$ cat config.mk
export PLATFORM = sky130hd
export DESIGN_NAME = number_sequencer
export DESIGN_NICKNAME = d
export VERILOG_FILES = /design/src/rtl/number_pkg.sv /design/src/rtl/bcd_digit.sv /design/src/rtl/number_sequencer.sv
export SDC_FILE = /design/constraint.sdc
export NUM_CORES = 1
export LEC_CHECK = 0
export BUFFER_PORTS_ARGS = -buffer_cell sky130_fd_sc_hd__buf_2
export CORE_MARGIN = 5
export CORE_UTILIZATION = 50
export CTS_BUF_LIST = sky130_fd_sc_hd__clkbuf_16
export DETAILED_ROUTE_END_ITERATION = 7
export PLACE_DENSITY = 0.74
export SLEW_MARGIN = 5
export SYNTH_ARGS = -nofsm -noshare
export SYNTH_HDL_FRONTEND = slang
export SYNTH_SLANG_ARGS = --single-unit
$ cat constraint.sdc
create_clock -name clk -period 3.3 [get_ports clk]
set_clock_uncertainty 0.05 [all_clocks]
set_input_delay 0.99 -clock clk [delete_from_list [all_inputs] [get_ports clk]]
set_output_delay 0.99 -clock clk [all_outputs]
set_load 0.01 [all_outputs]
$ cat src/rtl/number_pkg.sv
// rtl/number_pkg.sv - shared encodings for the decimal counter display sequencer
//
// Purpose: command opcodes, sequencer state encoding and BCD limits used by
//          number_sequencer and bcd_digit.
// Ports:   none (package).

package number_pkg;

    typedef enum logic [1:0] {
        CMD_RUN   = 2'd0,
        CMD_PAUSE = 2'd1,
        CMD_CLEAR = 2'd2,
        CMD_LOAD  = 2'd3
    } cmd_op_e;

    typedef enum logic {
        ST_PAUSED = 1'b0,
        ST_RUN    = 1'b1
    } state_e;

    localparam logic [3:0] BCD_MAX = 4'd9;

    // Clamp a raw nibble to a legal BCD digit.
    function automatic logic [3:0] sat_bcd(input logic [3:0] n);
        return (n > BCD_MAX) ? BCD_MAX : n;
    endfunction

endpackage

$ cat src/rtl/bcd_digit.sv
// rtl/bcd_digit.sv - one BCD nibble of the ripple increment/decrement chain
//
// Purpose: computes the next value of a single BCD digit when a carry (up)
//          or borrow (down) arrives, and produces the carry/borrow for the
//          next more-significant digit.
// Ports:   value      - current digit
//          down       - 1 = decrement, 0 = increment
//          carry_in   - carry/borrow from the less-significant digit
//          next_value - digit after the step
//          carry_out  - carry/borrow to the more-significant digit

module bcd_digit (
    input  logic [3:0] value,
    input  logic       down,
    input  logic       carry_in,
    output logic [3:0] next_value,
    output logic       carry_out
);
    import number_pkg::*;

    always_comb begin
        next_value = value;
        carry_out  = 1'b0;
        if (carry_in) begin
            if (down) begin
                if (value == 4'd0) begin
                    next_value = BCD_MAX;
                    carry_out  = 1'b1;
                end else begin
                    next_value = value - 4'd1;
                end
            end else begin
                // >= rather than == so a corrupted nibble still rolls to 0
                if (value >= BCD_MAX) begin
                    next_value = 4'd0;
                    carry_out  = 1'b1;
                end else begin
                    next_value = value + 4'd1;
                end
            end
        end
    end

endmodule

$ cat src/rtl/number_sequencer.sv
// rtl/number_sequencer.sv - frame-stepped BCD counter and digit scheduler for the number renderer
//
// Purpose: detects frame starts from the beam counters, steps a DIGITS-wide
//          BCD counter every FRAMES_PER_STEP frames while running, accepts
//          run/pause/clear/load commands, and schedules which digit value and
//          x origin the shared glyph renderer draws as the beam scans.
// Ports:   clk, reset         - pixel clock, synchronous active-high reset
//          x, y               - beam hcounter / vcounter
//          cmd_valid/cmd_ready/cmd_op/cmd_data - command handshake
//          count_down         - step direction, sampled on each step
//          frame_tick         - one-cycle pulse at frame start
//          wrap               - one-cycle pulse when the counter wraps
//          running            - high while in RUN
//          digit_value/digit_x/digit_y - renderer digit and origin (one cycle behind x)
//          count              - displayed (shadow) count, updated on frame_tick

module number_sequencer #(
    parameter int DIGITS          = 4,
    parameter int FRAMES_PER_STEP = 20,
    parameter int X_ORIGIN        = 100,
    parameter int Y_ORIGIN        = 100,
    parameter int DIGIT_PITCH     = 40
) (
    input  logic                  clk,
    input  logic                  reset,
    input  logic [10:0]           x,
    input  logic [9:0]            y,
    input  logic                  cmd_valid,
    output logic                  cmd_ready,
    input  logic [1:0]            cmd_op,
    input  logic [4*DIGITS-1:0]   cmd_data,
    input  logic                  count_down,
    output logic                  frame_tick,
    output logic                  wrap,
    output logic                  running,
    output logic [3:0]            digit_value,
    output logic [10:0]           digit_x,
    output logic [9:0]            digit_y,
    output logic [4*DIGITS-1:0]   count
);
    import number_pkg::*;

    localparam int PW  = (FRAMES_PER_STEP > 1) ? $clog2(FRAMES_PER_STEP) : 1;
    localparam int SW  = $clog2(DIGITS + 1);
    localparam int PCW = $clog2(DIGIT_PITCH);

    state_e              state;
    logic [PW-1:0]       presc;
    logic [4*DIGITS-1:0] work;
    logic [4*DIGITS-1:0] work_next;
    logic [4*DIGITS-1:0] load_value;
    logic [DIGITS:0]     carry;
    logic                start;
    logic                start_q;
    logic                accept;
    logic                step;

    // ------------------------------------------------------------------
    // Frame detect and handshake qualifiers
    // ------------------------------------------------------------------
    assign start  = (x == 11'd0) && (y == 10'd0);
    assign accept = cmd_valid && cmd_ready;
    assign step   = (state == ST_RUN) && frame_tick &&
                    (presc == PW'(FRAMES_PER_STEP - 1));

    always_comb begin
        load_value = '0;
        for (int i = 0; i < DIGITS; i++) begin
            load_value[i*4 +: 4] = sat_bcd(cmd_data[i*4 +: 4]);
        end
    end

    // ------------------------------------------------------------------
    // BCD ripple chain: the least-significant digit always receives the
    // step, the chain's final carry is the wrap indication.
    // ------------------------------------------------------------------
    assign carry[0] = 1'b1;

    for (genvar g = 0; g < DIGITS; g++) begin : g_digit
        bcd_digit u_digit (
            .value      (work[g*4 +: 4]),
            .down       (count_down),
            .carry_in   (carry[g]),
            .next_value (work_next[g*4 +: 4]),
            .carry_out  (carry[g+1])
        );
    end

    // ------------------------------------------------------------------
    // Control FSM, prescaler, work register and shadow
    // ------------------------------------------------------------------
    always_ff @(posedge clk) begin
        if (reset) begin
            state      <= ST_PAUSED;
            running    <= 1'b0;
            presc      <= '0;
            work       <= '0;
            count      <= '0;
            start_q    <= 1'b0;
            frame_tick <= 1'b0;
            wrap       <= 1'b0;
            cmd_ready  <= 1'b0;
        end else begin
            start_q    <= start;
            frame_tick <= start && !start_q;
            // Ready drops for one cycle after every accepted command.
            cmd_ready  <= !accept;
            wrap       <= 1'b0;

            // Shadow captures the pre-step work value, giving the display
            // one frame of latency but never a mid-frame change.
            if (frame_tick) begin
                count <= work;
            end

            if ((state == ST_RUN) && frame_tick) begin
                presc <= step ? '0 : presc + 1'b1;
            end

            // Any accepted command in the same cycle discards the step.
            if (step && !accept) begin
                work <= work_next;
                wrap <= carry[DIGITS];
            end

            if (accept) begin
                case (cmd_op_e'(cmd_op))
                    CMD_RUN: begin
                        state   <= ST_RUN;
                        running <= 1'b1;
                    end
                    CMD_PAUSE: begin
                        state   <= ST_PAUSED;
                        running <= 1'b0;
                    end
                    CMD_CLEAR: begin
                        work  <= '0;
                        presc <= '0;
                    end
                    CMD_LOAD: begin
                        work  <= load_value;
                        presc <= '0;
                    end
                    default: ;
                endcase
            end
        end
    end

    // ------------------------------------------------------------------
    // Digit scheduler: slot/pitch/x-accumulator for the current x, then
    // registered outputs (one cycle behind the beam).
    // ------------------------------------------------------------------
    logic [SW-1:0]  slot;
    logic [SW-1:0]  slot_nx;
    logic [PCW-1:0] pitch;
    logic [PCW-1:0] pitch_nx;
    logic [10:0]    acc;
    logic [10:0]    acc_nx;
    logic [3:0]     sel_nibble;
    logic           in_slot;

    always_comb begin
        slot_nx  = slot;
        pitch_nx = pitch;
        acc_nx   = acc;
        if (x == 11'(X_ORIGIN)) begin
            slot_nx  = '0;
            pitch_nx = '0;
            acc_nx   = 11'(X_ORIGIN);
        end else if ((x > 11'(X_ORIGIN)) && (slot != SW'(DIGITS))) begin
            if (pitch == PCW'(DIGIT_PITCH - 1)) begin
                slot_nx  = slot + 1'b1;
                pitch_nx = '0;
                acc_nx   = acc + 11'(DIGIT_PITCH);
            end else begin
                pitch_nx = pitch + 1'b1;
            end
        end

        in_slot = (x >= 11'(X_ORIGIN)) && (slot_nx != SW'(DIGITS));

        // Slot 0 is the most-significant nibble.
        sel_nibble = '0;
        for (int i = 0; i < DIGITS; i++) begin
            if (slot_nx == SW'(DIGITS - 1 - i)) begin
                sel_nibble = count[i*4 +: 4];
            end
        end
    end

    always_ff @(posedge clk) begin
        if (reset) begin
            slot        <= '0;
            pitch       <= '0;
            acc         <= 11'(X_ORIGIN);
            digit_value <= 4'd0;
            digit_x     <= 11'(X_ORIGIN);
        end else begin
            slot  <= slot_nx;
            pitch <= pitch_nx;
            acc   <= acc_nx;
            // Outside a valid slot the last valid values are held.
            if (in_slot) begin
                digit_value <= sel_nibble;
                digit_x     <= acc_nx;
            end
        end
    end

    assign digit_y = 10'(Y_ORIGIN);

endmodule

==> Word level (Yosys, flattened, before mapping) <==
Index checks and enable logic that the tools add are counted.
{ "op_classes": {"magnitude_cmp": 10, "reduce_logical": 23, "addsub": 12, "muxes": 52, "eq_ne": 11, "bitwise_logic": 2} }
{ "ops": {"columns": ["op", "count"], "rows": [
  ["4-bit 2-to-1 mux", 23],
  ["11-bit 2-to-1 mux", 3],
  ["16-bit 2-to-1 mux", 2],
  ["16-bit one-hot mux with 2 select lines", 1],
  ["5-bit 2-to-1 mux", 4],
  ["4-bit by 1-bit adder with 4-bit output (second input constant)", 4],
  ["4-bit greater-or-equal comparator (second input constant)", 4],
  ["4-bit greater-than comparator (second input constant)", 4],
  ["4-bit zero test", 4],
  ["4-bit by 1-bit subtractor with 4-bit output (second input constant)", 4],
  ["1-bit 2-to-1 mux", 14],
  ["11-bit by 6-bit adder with 11-bit output (second input constant)", 1],
  ["11-bit by 7-bit equality test with 1-bit output (second input constant)", 1],
  ["11-bit by 7-bit greater-or-equal comparator with 1-bit output (second input constant)", 1],
  ["11-bit by 7-bit greater-than comparator with 1-bit output (second input constant)", 1],
  ["11-bit zero test", 1],
  ["10-bit zero test", 1],
  ["3-bit 2-to-1 mux", 3],
  ["1-bit logical AND", 8],
  ["6-bit by 1-bit adder with 6-bit output (second input constant)", 1],
  ["3-bit by 2-bit equality test with 1-bit output (second input constant)", 2],
  ["6-bit equality test (second input constant)", 1],
  ["6-bit 2-to-1 mux", 1],
  ["3-bit inequality test (second input constant)", 2],
  ["other kinds (15)", 19]
]} }
{ "word_totals": {"reg_bits": 77, "inputBits": 43, "elab_cells": 123} }

==> Logic depth before layout (Yosys ltp) <==
{ "depth": {"depth_word": 9, "mapped_depth": 10} }

==> By module <==
From an unflattened synthesis, not the netlist that was laid out.
{ "unflattened": {"cells_unflattened": 563, "hier_area_um2": 4784.6} }
{ "modules_own_cells": {"columns": ["mod", "seq_area_each_um2", "n_inst", "cells_each", "area_per_inst_um2"], "rows": [
  ["number_sequencer", 1541.5, 1, 387, 3543.4],
  ["bcd_digit", 0.0, 4, 44, 310.3]
]} }

==> Worst setup path after synthesis <==
Ideal clock, no wire load.
{ "synth_timing": {"kind": "in2reg", "start": "input port x[7]", "end": "register digit_value[0]", "stages": 6, "setup_ns": 0.117, "n_path_buf": 0, "path_slack_ns": 0.236, "arrival_ns": 2.897, "path_cell_list": "or4_4 o311ai_2 nor2_2 o31a_1 o32a_1 a32o_1"} }
{ "synth_via": {"elab_chain_len": 9, "elab_cells_between_ends": 16} }
{ "synth_lines": {"columns": ["element", "line_no", "rtl"], "rows": [
  ["start, declared", "number_sequencer.sv:26", "input logic [10:0] x,"],
  ["11-bit by 7-bit greater-than comparator with 1-bit output", "number_sequencer.sv:171", "end else if ((x > 11'(X_ORIGIN)) && (slot != SW'(DIGITS))) begin"],
  ["1-bit logical AND", "number_sequencer.sv:171", null],
  ["3-bit 2-to-1 mux", "number_sequencer.sv:171", null],
  ["3-bit 2-to-1 mux", "number_sequencer.sv:167", "if (x == 11'(X_ORIGIN)) begin"],
  ["3-bit by 2-bit equality test with 1-bit output", "number_sequencer.sv:186", "if (slot_nx == SW'(DIGITS - 1 - i)) begin"],
  ["4-bit 2-to-1 mux (4 in a row)", "number_sequencer.sv:186", null],
  ["end signal, assigned", "number_sequencer.sv:205", "digit_value <= sel_nibble;"],
  ["end, declared", "number_sequencer.sv:36", "output logic [3:0] digit_value,"]
]} }
Parallel ways exist; a longest one is shown, timed or not.
A chain may end at the register's enable or synchronous reset.

==> Final worst setup path <==
{ "layout_timing": {"start": "input port x[7]", "end": "register digit_x[6]"} }
{ "layout_via": {"elab_chain_len": 6, "elab_cells_between_ends": 10} }
{ "layout_lines": {"columns": ["element", "line_no", "rtl"], "rows": [
  ["11-bit by 7-bit greater-than comparator with 1-bit output", "number_sequencer.sv:171", null],
  ["1-bit logical AND", "number_sequencer.sv:171", null],
  ["3-bit 2-to-1 mux", "number_sequencer.sv:171", null],
  ["3-bit 2-to-1 mux", "number_sequencer.sv:167", null],
  ["3-bit inequality test", "number_sequencer.sv:181", "in_slot = (x >= 11'(X_ORIGIN)) && (slot_nx != SW'(DIGITS));"],
  ["1-bit logical AND", "number_sequencer.sv:181", null],
  ["end signal, assigned", "number_sequencer.sv:198", "digit_x <= 11'(X_ORIGIN);"],
  ["end signal, assigned", "number_sequencer.sv:206", "digit_x <= acc_nx;"],
  ["end, declared", "number_sequencer.sv:37", "output logic [10:0] digit_x,"]
]} }
Parallel ways exist; a longest one is shown, timed or not.

==> results.yml <==
status:
  status: "completed"
grt:
  grt_max_degree: 25
  grt_pass1_vias: 3854
  globalRouteOverflowTotal: 0
  grtUsageTotal: 0.2176
  grt_pass1_wl_um: 18290
  antenna_found_initial: 0
floorplan:
  die_x_um: 103.2
  die_area_um2: 10640
  start_util: 0.5050
  io_pins: 88
  core_um2: 8593
  die_h_um: 103.2
  rows: 34
yosys:
  synthDistinctLibCells: 66
  synth_area_leaders: "dfxtp_1 36%, nor2_1 5.3%, ha_1 4.9%"
  async_flop_share: 0
  synth_top_cell_area_share: 0.3552
  synth_most_common_cell: "dfxtp_1"
  synth_seq_cells: 77
  syn_avg_cell_area_um2: 8.249
  yosys-top-cells-count: "77 x dfxtp_1, 61 x nor2_1, 35 x nand2_1, 35 x o21ai_0, 27 x a21oi_1"
  synth_xor_area_frac: 0.02826
  synth_top_flop_cell: "dfxtp_1"
  yosys_warnings: 0
  syn-instance-count: 526
  synthAdderAreaFrac: 0.04902
  ys_seq_area_frac: 0.3552
  synth_compound_area_frac: 0.2399
  syn-cell-area_um2: 4339
  synth.largest_area_cell: "dfxtp_1"
  synth.area.mux_share: 0.03922
  synth_edf_count: 0
  synthSimpleGateAreaFrac: 0.2191
  synth_top_family_by_area: "compound AO/OA/AOI/OAI gates"
final_layout:
  antenna_cells: 0
  fin_area_um2: 5069
  nNetsFinal: 656
  drive_gt1_frac: 0.1913
  syn_to_final_growth_pct: 16.81
  fin_cells: 709
  nFillCells: 760
timing:
  slew-limit-headroom: 0.5600
  drv_slew: 0
  setup_viol: 0
  fin_ws_ns: 0.1858
  fin_hold_ws_ns: 0.3404
  fin_crit_sh: 0.9437
  fin_crit_ns: 3.114
  worstMarginPinSlew_ns: 0.6532
  fmax_mhz: 321.1
  grt_setup_unrepaired: "false"
  finalHoldViolCount: 0
clock_network:
  hold_buffers: 0
  cts.sinks: 77
  cts_tree: "yes"
  post_cts_buffers: 0
  cts_buffers: 9
  cts_root_buf: "clkbuf_16"
  insertion_delay_ns: 0.33
  h-tree-depth: 3
  cts_resized: 0
  ctsLongestPathBuffers: 2
  cts.clk_slew.worst_paths_ns: 0.06
power_and_ir_drop:
  irDropWorstVdd_mv: 0.2326
  leakage_nw: 2.099
  p_per_area_nw_per_um2: 415.6
place:
  port_buffers: 77
  post-place-cells: 693
  dpl.hpwl_um: 8455
  dp_slack_ns: -0.1343
  post_dp_cell_area_um2: 4770
  place_congestion: 0.8884
critical_path:
  crit_type: "in -> reg"
  crit_path_max_fanout: 15
  worst_ep_arrival_time_ns: 3.26
  end_kind: "register"
  r2r_cells: 8
  critPathRequiredTime_ns: 3.44
  critPathLaunchType: "input port"
drt:
  viasPerCell: 5.791
  drt_wl_total_um: 11380
  drc: 0
  dr.pass1.iters: 6
  first_iter_violations: 298
  ant_nets: 0
  avgRoutedWirePerCell_um: 16.05
  via_count: 4106
min_path:
  min_path_type: "reg -> reg"
  hold_depth: 1
job:
  max_cap_violations: 0
==> routing by layer <==
layer	GRT usage	routed length (um)
met1	0.2976	5184
met2	0.3414	5070
met3	0.04195	904
met4	0.07869	217
met5	0	0
==> stage by stage <==
stage                 util  TNS, ns  total power, mW
floorplan                -        0            1.075
detailed placement  0.5550   -1.359            1.130
global route        0.5898        0            2.177
global placement    0.5550  -0.3700            1.125
finish              0.5898        0            2.106
CTS                 0.5898        0            2.115
==> kinds of logic after synthesis <==
family / Yosys count
flops: 77
buf+inv: 62
other cells: 2
fa+ha+maj: 17
compound gates: 146
simple gates: 191
xor+xnor: 14
mux: 17
==> placed cells by master, fill, tap and decap left out, types with 7 or more instances in the layout <==
cell type,n
nor3_1,18
o22a_1,8
o21ai_0,35
inv_1,27
ha_1,17
nand4_1,8
buf_2,77
conb_1,10
xor2_1,8
nand2_1,35
nand3_1,14
nor2_1,61
o211ai_1,8
a21oi_1,27
buf_4,10
and2_1,7
clkbuf_16,9
mux2i_1,17
nand2b_1,10
dfxtp_1,77
==> worst max-delay path: stages <==
cell and delay (ns):
buf_2 0.10, or4_4 0.55, o311a_1 0.49, a211oi_2 0.33, o221ai_2 0.18, a21oi_4 0.44, o22ai_1 0.16
==> final cells by class <==
| cell class | instances | area, um2 | share of cell area |
|---|---|---|---|
| well taps | 108 | 135.1 | 0.02666 |
| inverters | 26 | 97.59 | 0.01925 |
| clock inverters | 7 | 73.82 | 0.01456 |
| flip-flops and latches | 77 | 1541 | 0.3041 |
| clock buffers | 9 | 225.2 | 0.04443 |
| repair buffers | 87 | 460.4 | 0.09084 |
| multi-input cells | 395 | 2535 | 0.5001 |
==> flip-flops by register name, summed over array words and instances, names as in the netlist <==
register     count
acc             11
cmd_ready        1
count           16
digit_value      4
digit_x         11
frame_tick       1
pitch            6
presc            5
slot             3
start_q          1
state            1
work            16
wrap             1
==> final timing paths <==
kind                      start  slack [ns]                      end
max                        x[7]        0.19  digit_x[6]$_SDFFE_PP1P_
min          start_q$_SDFF_PP0_        0.34    frame_tick$_SDFF_PP0_
max reg2reg  work[8]$_SDFF_PP0_        0.65      work[12]$_SDFF_PP0_
min reg2reg  start_q$_SDFF_PP0_        0.34    frame_tick$_SDFF_PP0_
==> where the power goes <==
group / internal [mW] / switching [mW] / leakage (nW) / total (mW)
clock: 0.588 / 0.406 / 0.140 / 0.994
sequential: 0.940 / 0.0149 / 0.622 / 0.955
combinational: 0.0637 / 0.0933 / 1.34 / 0.157
No activity file was read; power rests on OpenSTA's default activity.
